$ cat config.mk
export PLATFORM = sky130hd
export DESIGN_NAME = addr_decode_router
export DESIGN_NICKNAME = d
export VERILOG_FILES = /design/src/rtl/addr_decode_router.sv
export SDC_FILE = /design/constraint.sdc
export NUM_CORES = 1
export LEC_CHECK = 0
export CAP_MARGIN = 20
export CORE_MARGIN = 4
export CORE_UTILIZATION = 43
export DETAILED_ROUTE_END_ITERATION = 16
export GPL_TIMING_DRIVEN = 0
export PLACE_DENSITY = 0.85
export REMOVE_ABC_BUFFERS = 1
export SYNTH_ARGS = -nofsm -noshare
export SYNTH_HDL_FRONTEND = slang
export SYNTH_SLANG_ARGS = --single-unit
$ cat constraint.sdc
create_clock -name clk -period 4 [get_ports clk]
set_input_delay 0.8 -clock clk [delete_from_list [all_inputs] [get_ports clk]]
set_output_delay 0.8 -clock clk [all_outputs]
set_load 0.05 [all_outputs]
$ cat src/rtl/addr_decode_router.sv
// addr_decode_router: 1->N address-channel router.
// Decodes each request against a per-port base/aperture map and forwards it to
// exactly one master port. Completions are never reordered: the router only
// switches to a new target once every transaction to the previous target has
// completed. Unmapped addresses are answered locally with a decode error.
//
// Handshake semantics (all channels): a transfer happens on a rising clock edge
// where valid && ready are both high. Once valid is raised it stays high, with
// its payload stable, until that transfer happens. Ready may depend on valid.
module addr_decode_router #(
    parameter int M_COUNT = 4,
    parameter int ADDR_WIDTH = 32,
    parameter int ID_WIDTH = 8,
    parameter logic [M_COUNT*ADDR_WIDTH-1:0] M_BASE_ADDR = '0,
    parameter logic [M_COUNT*32-1:0] M_ADDR_WIDTH = {M_COUNT{32'd16}},
    parameter int MAX_OUTSTANDING = 8,
    localparam int TGT_W = $clog2(M_COUNT + 1),
    localparam int CNT_W = $clog2(MAX_OUTSTANDING + 1)
) (
    input  logic                  clk,
    input  logic                  reset,
    input  logic [ADDR_WIDTH-1:0] s_addr,
    input  logic [ID_WIDTH-1:0]   s_id,
    input  logic                  s_valid,
    output logic                  s_ready,
    output logic [ADDR_WIDTH-1:0] m_addr,
    output logic [ID_WIDTH-1:0]   m_id,
    output logic [M_COUNT-1:0]    m_valid,
    input  logic [M_COUNT-1:0]    m_ready,
    input  logic [M_COUNT-1:0]    m_cpl,
    output logic                  err_valid,
    output logic [ID_WIDTH-1:0]   err_id,
    input  logic                  err_ready,
    output logic                  busy,
    output logic [1:0]            dbg_state,
    output logic [CNT_W-1:0]      dbg_count,
    output logic [TGT_W-1:0]      dbg_last_tgt
);

    typedef enum logic [1:0] {
        ST_IDLE = 2'd0,
        ST_HOLD = 2'd1,
        ST_FWD  = 2'd2,
        ST_ERR  = 2'd3
    } state_t;

    // Internal target index for "no port matched"; never a valid port number.
    localparam logic [TGT_W-1:0] TGT_ERR = TGT_W'(M_COUNT);
    localparam logic [CNT_W-1:0] CNT_MAX = CNT_W'(MAX_OUTSTANDING);

    state_t                state;
    state_t                next_state;
    logic [ADDR_WIDTH-1:0] addr_q;
    logic [ID_WIDTH-1:0]   id_q;
    logic [TGT_W-1:0]      tgt_q;
    logic [TGT_W-1:0]      last_tgt;
    logic [CNT_W-1:0]      count;

    logic [TGT_W-1:0]      dec_tgt;
    logic                  ok_dec;
    logic                  ok_reg;
    logic                  load;
    logic                  idle_ready;
    logic                  fwd_hs;
    logic                  cnt_inc;
    logic                  cnt_dec;

    // Address decode: scan high to low so the lowest-index match wins.
    always_comb begin
        dec_tgt = TGT_ERR;
        for (int i = M_COUNT - 1; i >= 0; i--) begin
            if ((M_ADDR_WIDTH[i*32 +: 32] != 32'd0) &&
                ((s_addr >> M_ADDR_WIDTH[i*32 +: 32]) ==
                 (M_BASE_ADDR[i*ADDR_WIDTH +: ADDR_WIDTH] >> M_ADDR_WIDTH[i*32 +: 32]))) begin
                dec_tgt = TGT_W'(i);
            end
        end
    end

    // Dispatch is allowed with nothing in flight, or when staying on the same
    // port with room left. The error target never piggybacks on in-flight work,
    // so a local error response cannot overtake a downstream completion.
    assign ok_dec = (count == '0) ||
                    ((dec_tgt != TGT_ERR) && (dec_tgt == last_tgt) && (count < CNT_MAX));
    assign ok_reg = (count == '0) ||
                    ((tgt_q != TGT_ERR) && (tgt_q == last_tgt) && (count < CNT_MAX));

    // One-hot forward valid, driven purely from state so reset clears it at once.
    always_comb begin
        m_valid = '0;
        for (int i = 0; i < M_COUNT; i++) begin
            m_valid[i] = (state == ST_FWD) && (tgt_q == TGT_W'(i));
        end
    end

    assign fwd_hs = (state == ST_FWD) && ((m_valid & m_ready) != '0);

    // FSM next-state and upstream ready.
    always_comb begin
        next_state = state;
        idle_ready = 1'b0;
        load       = 1'b0;
        case (state)
            ST_IDLE: begin
                idle_ready = 1'b1;
                if (s_valid) begin
                    load = 1'b1;
                    if (!ok_dec) begin
                        next_state = ST_HOLD;
                    end else if (dec_tgt == TGT_ERR) begin
                        next_state = ST_ERR;
                    end else begin
                        next_state = ST_FWD;
                    end
                end
            end
            ST_HOLD: begin
                if (ok_reg) begin
                    next_state = (tgt_q == TGT_ERR) ? ST_ERR : ST_FWD;
                end
            end
            ST_FWD: begin
                if (fwd_hs) begin
                    next_state = ST_IDLE;
                end
            end
            ST_ERR: begin
                if (err_ready) begin
                    next_state = ST_IDLE;
                end
            end
            default: next_state = ST_IDLE;
        endcase
    end

    // State register.
    always_ff @(posedge clk or posedge reset) begin
        if (reset) begin
            state <= ST_IDLE;
        end else begin
            state <= next_state;
        end
    end

    // Request capture on accept; payload then stays stable through FWD/ERR.
    always_ff @(posedge clk or posedge reset) begin
        if (reset) begin
            addr_q <= '0;
            id_q   <= '0;
            tgt_q  <= '0;
        end else if (load) begin
            addr_q <= s_addr;
            id_q   <= s_id;
            tgt_q  <= dec_tgt;
        end
    end

    // Completions only count on the port currently owning the in-flight work.
    always_comb begin
        cnt_dec = 1'b0;
        for (int i = 0; i < M_COUNT; i++) begin
            if ((last_tgt == TGT_W'(i)) && m_cpl[i]) begin
                cnt_dec = 1'b1;
            end
        end
        if (count == '0) begin
            cnt_dec = 1'b0;
        end
    end

    assign cnt_inc = fwd_hs;

    // Outstanding counter and owning target.
    always_ff @(posedge clk or posedge reset) begin
        if (reset) begin
            count    <= '0;
            last_tgt <= '0;
        end else begin
            if (cnt_inc && !cnt_dec) begin
                count <= count + 1'b1;
            end else if (!cnt_inc && cnt_dec) begin
                count <= count - 1'b1;
            end
            if (fwd_hs) begin
                last_tgt <= tgt_q;
            end
        end
    end

    assign s_ready      = idle_ready && !reset;
    assign m_addr       = addr_q;
    assign m_id         = id_q;
    assign err_valid    = (state == ST_ERR);
    assign err_id       = id_q;
    assign busy         = (count != '0) || (state != ST_IDLE);
    assign dbg_state    = state;
    assign dbg_count    = count;
    assign dbg_last_tgt = last_tgt;

endmodule
==> results summary <==
The flow ran to the end, and the final reports show no timing, DRC or antenna violations. The layout net count came out at roughly 310. The reg-to-reg endpoint is dbg_count[3].

No sink is reached through more buffers than the 2 on the longest clock path. The detailed-route via count came out at between 1.5k and 2k. The post-synthesis share of cell area spent on full adders, half adders and majority gates is 0.0248. The most area-hungry cell type in the Yosys netlist is sky130_fd_sc_hd__dfrtp_1. Sorting the synthesized cells by how often they occur yields sky130_fd_sc_hd__dfrtp_1, sky130_fd_sc_hd__mux2_4, sky130_fd_sc_hd__buf_4. The complex-gate fraction of the synthesized area is 0.0480.

The normalized max-slew margin came out at 0.471. The fraction of registers with async set/reset came out at 1.00. The slew at the pin closest to its max-slew limit is 0.793 ns.

The initial antenna violation count came out at 0. Setup slack closes at about 0.77 ns. By area, the combinational part of the netlist is dominated by multiplexers.

The number of standard cells in the final layout excluding fillers came out at 327. The fraction of the mapped netlist area in simple logic gates came out at 0.0604. In this run the cell area of the synthesized design comes to about 2300 um2. STA classifies the critical path endpoint as an output port. The share of layout cells above drive strength 1 came out at 0.218. The synthesized flop and latch total is 48. TritonCTS built the clock tree.

The final wirelength is approximately 5200 um. The number of nets with antenna violations after routing is 0. The required time of the critical path came out at approximately 3.2 ns. The cell count of the worst reg-to-reg path came out at 10. The final hold violation count came out at 0. The wire length per cell came out at roughly 16 um. Setup repair after global routing left no endpoint under its margin. After detailed routing, the number of remaining DRC violations is 0.

The most critical setup path has its startpoint at dbg_count[0]. The number of fill cells in the layout is a little under 400. The chip width came out at between 80 and 90 um. Dividing the detail-routed via count by the number of cells gives a little under 5.

The via count of the first global-routing pass is 1616. Signal routing reaches up to met4. The root buffer cell chosen for the clock tree is sky130_fd_sc_hd__clkbuf_8. The number of rows created at floorplan is 26.

The insertion delay of the later-clocked pin in the worst-skew pair is approximately 0.3 ns. The arrival time reported for the critical path endpoint came out at about 2.4 ns. The synthesized area divided by synthesized cell count came out at about 15 um2. The die area came out at between 6000 and 7000 um2.

Counting the buffers created by CTS gives 5. Port buffering added around 100 buffers. The routed length on met2 came out at around 2500 um. The global-route wire length before repair came out at between 7000 and 8000 um. Wire segments on met3 add up to approximately 470 um in the final route.

The worst-case clock skew is about 0.0017 ns. Entering global routing, the biggest net connects 29 pins. The portion of the clock cycle consumed by the worst path in the final layout came out at 0.807. The tool flagged a number of max-cap violations equal to 0.

The detailed router's first-iteration violation count came out at 60. The dominant register cell in the synthesized netlist is sky130_fd_sc_hd__dfrtp_1. The final global-route overflow total is 0. The number of top-level design ports came out at about 120. The share of synthesized area in the top cell type comes to 0.518. The count of instances resized after the clock tree is built is 0. By area the synthesized netlist is led by sky130_fd_sc_hd__dfrtp_1, sky130_fd_sc_hd__mux2_4, sky130_fd_sc_hd__buf_4, sky130_fd_sc_hd__buf_6, sky130_fd_sc_hd__mux2_2.

The maximum fanout encountered on the critical timing path came out at 5. The final weighted congestion in routability-driven placement came out at around 0.70. The parity-gate share of the synthesized area counting xor and xnor cells came out at 0.00755. The synthesized instance count came out at 159.

The clock period minus final worst setup slack is around 3.2 ns. The number of setup violations in the final report is 0. The number of sinks handled by clock tree synthesis is 48. Yosys printed 0 warnings. The setup slack after placement is 0.820 ns. The antenna diode count is 0.

The endpoint of the worst setup timing path is busy. The clock transition time at the flip-flop clock pins of the worst setup and hold paths came out at about 0.09 ns. The total iterations of the first detailed-routing run came out at 2.

In the global route stage, overall resource usage came out at 0.157. The number of hold buffers added after CTS is 0. The worst setup path is launched from a register. In this run the worst hold path is classified as register to register. The startpoint of the most critical register-to-register path is dbg_count[0]. Derived from the worst setup path, the maximum achievable clock frequency is 310 MHz. The area inside the core boundary came out at between 5000 and 6000 um2. The worst setup path is of the register to output port kind. The post-CTS setup repair buffer count is 0. The reg2reg setup slack is ~1.1 ns. The half-perimeter wire length after placement came out at between 3000 and 4000 um. The most numerous cell in the Yosys netlist is sky130_fd_sc_hd__dfrtp_1.

The effective utilization at floorplan came out at 0.448. The total placed cells including tap cells is ~320. The count of final max-slew check failures is 0. The multiplexer fraction of the synthesized cell area is 0.265.

The total number of H-tree levels came out at 2. The final total negative setup slack came out at 0 ns. The synthesized design contains 0 enable-type register cells.

The detailed-routing wirelength on met1 came out at between 2000 and 2500 um. The count of distinct cell types in the synthesized netlist came out at 33. The area growth from synthesis to layout is 48.8%.

The sequential element share of the synthesized area is 0.518. The die span in y is slightly above 80 um.
==> flip-flops by register name, indices dropped and copies added, names as in the netlist <==
name and flops:
err_id 8, m_addr 32, tgt_q 1, dbg_state 2
dbg_last_tgt 1, dbg_count 4
==> worst min-delay path by stage <==
stage | from | cells after the start | endpoint | slack, ns
finish | m_addr[0] | 1 | m_addr[0] | 0.51
global route | m_addr[28] | 1 | m_addr[28] | 0.53
CTS | m_addr[1] | 1 | m_addr[1] | 0.52
detailed placement | m_addr[7] | 1 | m_addr[7] | 0.49
global placement | m_addr[15] | 1 | m_addr[15] | 0.49
floorplan | tgt_q[2] | 1 | tgt_q[2] | 0.53
==> kinds of logic after synthesis <==
logic type	count (synthesis)
DFF	48
muxes	42
and+or+nand+nor	25
buffers and inverters	22
AOI/OAI and AO/OA	15
adders and majority gates	4
xor gates and xnor gates	2
other	1
==> worst max-delay path, cell delays in order, from the launching register on <==
cell and delay (ns):
sky130_fd_sc_hd__dfrtp_1 0.45, sky130_fd_sc_hd__or3_4 0.42, sky130_fd_sc_hd__or2_1 0.25, sky130_fd_sc_hd__or3_1 0.31, sky130_fd_sc_hd__clkdlybuf4s50_1 0.70
==> cell usage in the layout (no fill, tap or decap), drive strengths merged, types with 3 or more instances in the layout <==
cell	instances
o21ai	3
nand2	4
mux2	42
dfrtp	48
nor4	5
ha	3
clkbuf	5
nor2	4
clkdlybuf4s50	104
and2	3
conb	5
==> per-stage QoR <==
step	hold WS, ns	area (um2)	util
after global placement	0.490	3300	0.638
after detailed placement	0.493	3340	0.646
after global routing	0.529	3450	0.667
after floorplan	0.525	2170	-
after CTS	0.517	3450	0.667
final	0.513	3450	0.667
==> final cells by class <==
type,count,area [um2],area share
sequential,48,1200,0.348
timing repair buffer,106,1080,0.313
multi-input combinational,93,962,0.279
clock buffer,5,68.8,0.0199
tap,70,87.6,0.0254
inverter,2,7.51,0.00218
clock inverter,3,42.5,0.0123
==> metal layers <==
metal | global-route usage | up-vias
li1 | - | 743
met1 | 0.194 | 767
met2 | 0.261 | 66
met3 | 0.0592 | 6
met4 | 0.0405 | 0
met5 | 0 | -
Power is not shown: default switching activity piles up to over one toggle a cycle in this logic, so the estimate is an artifact.
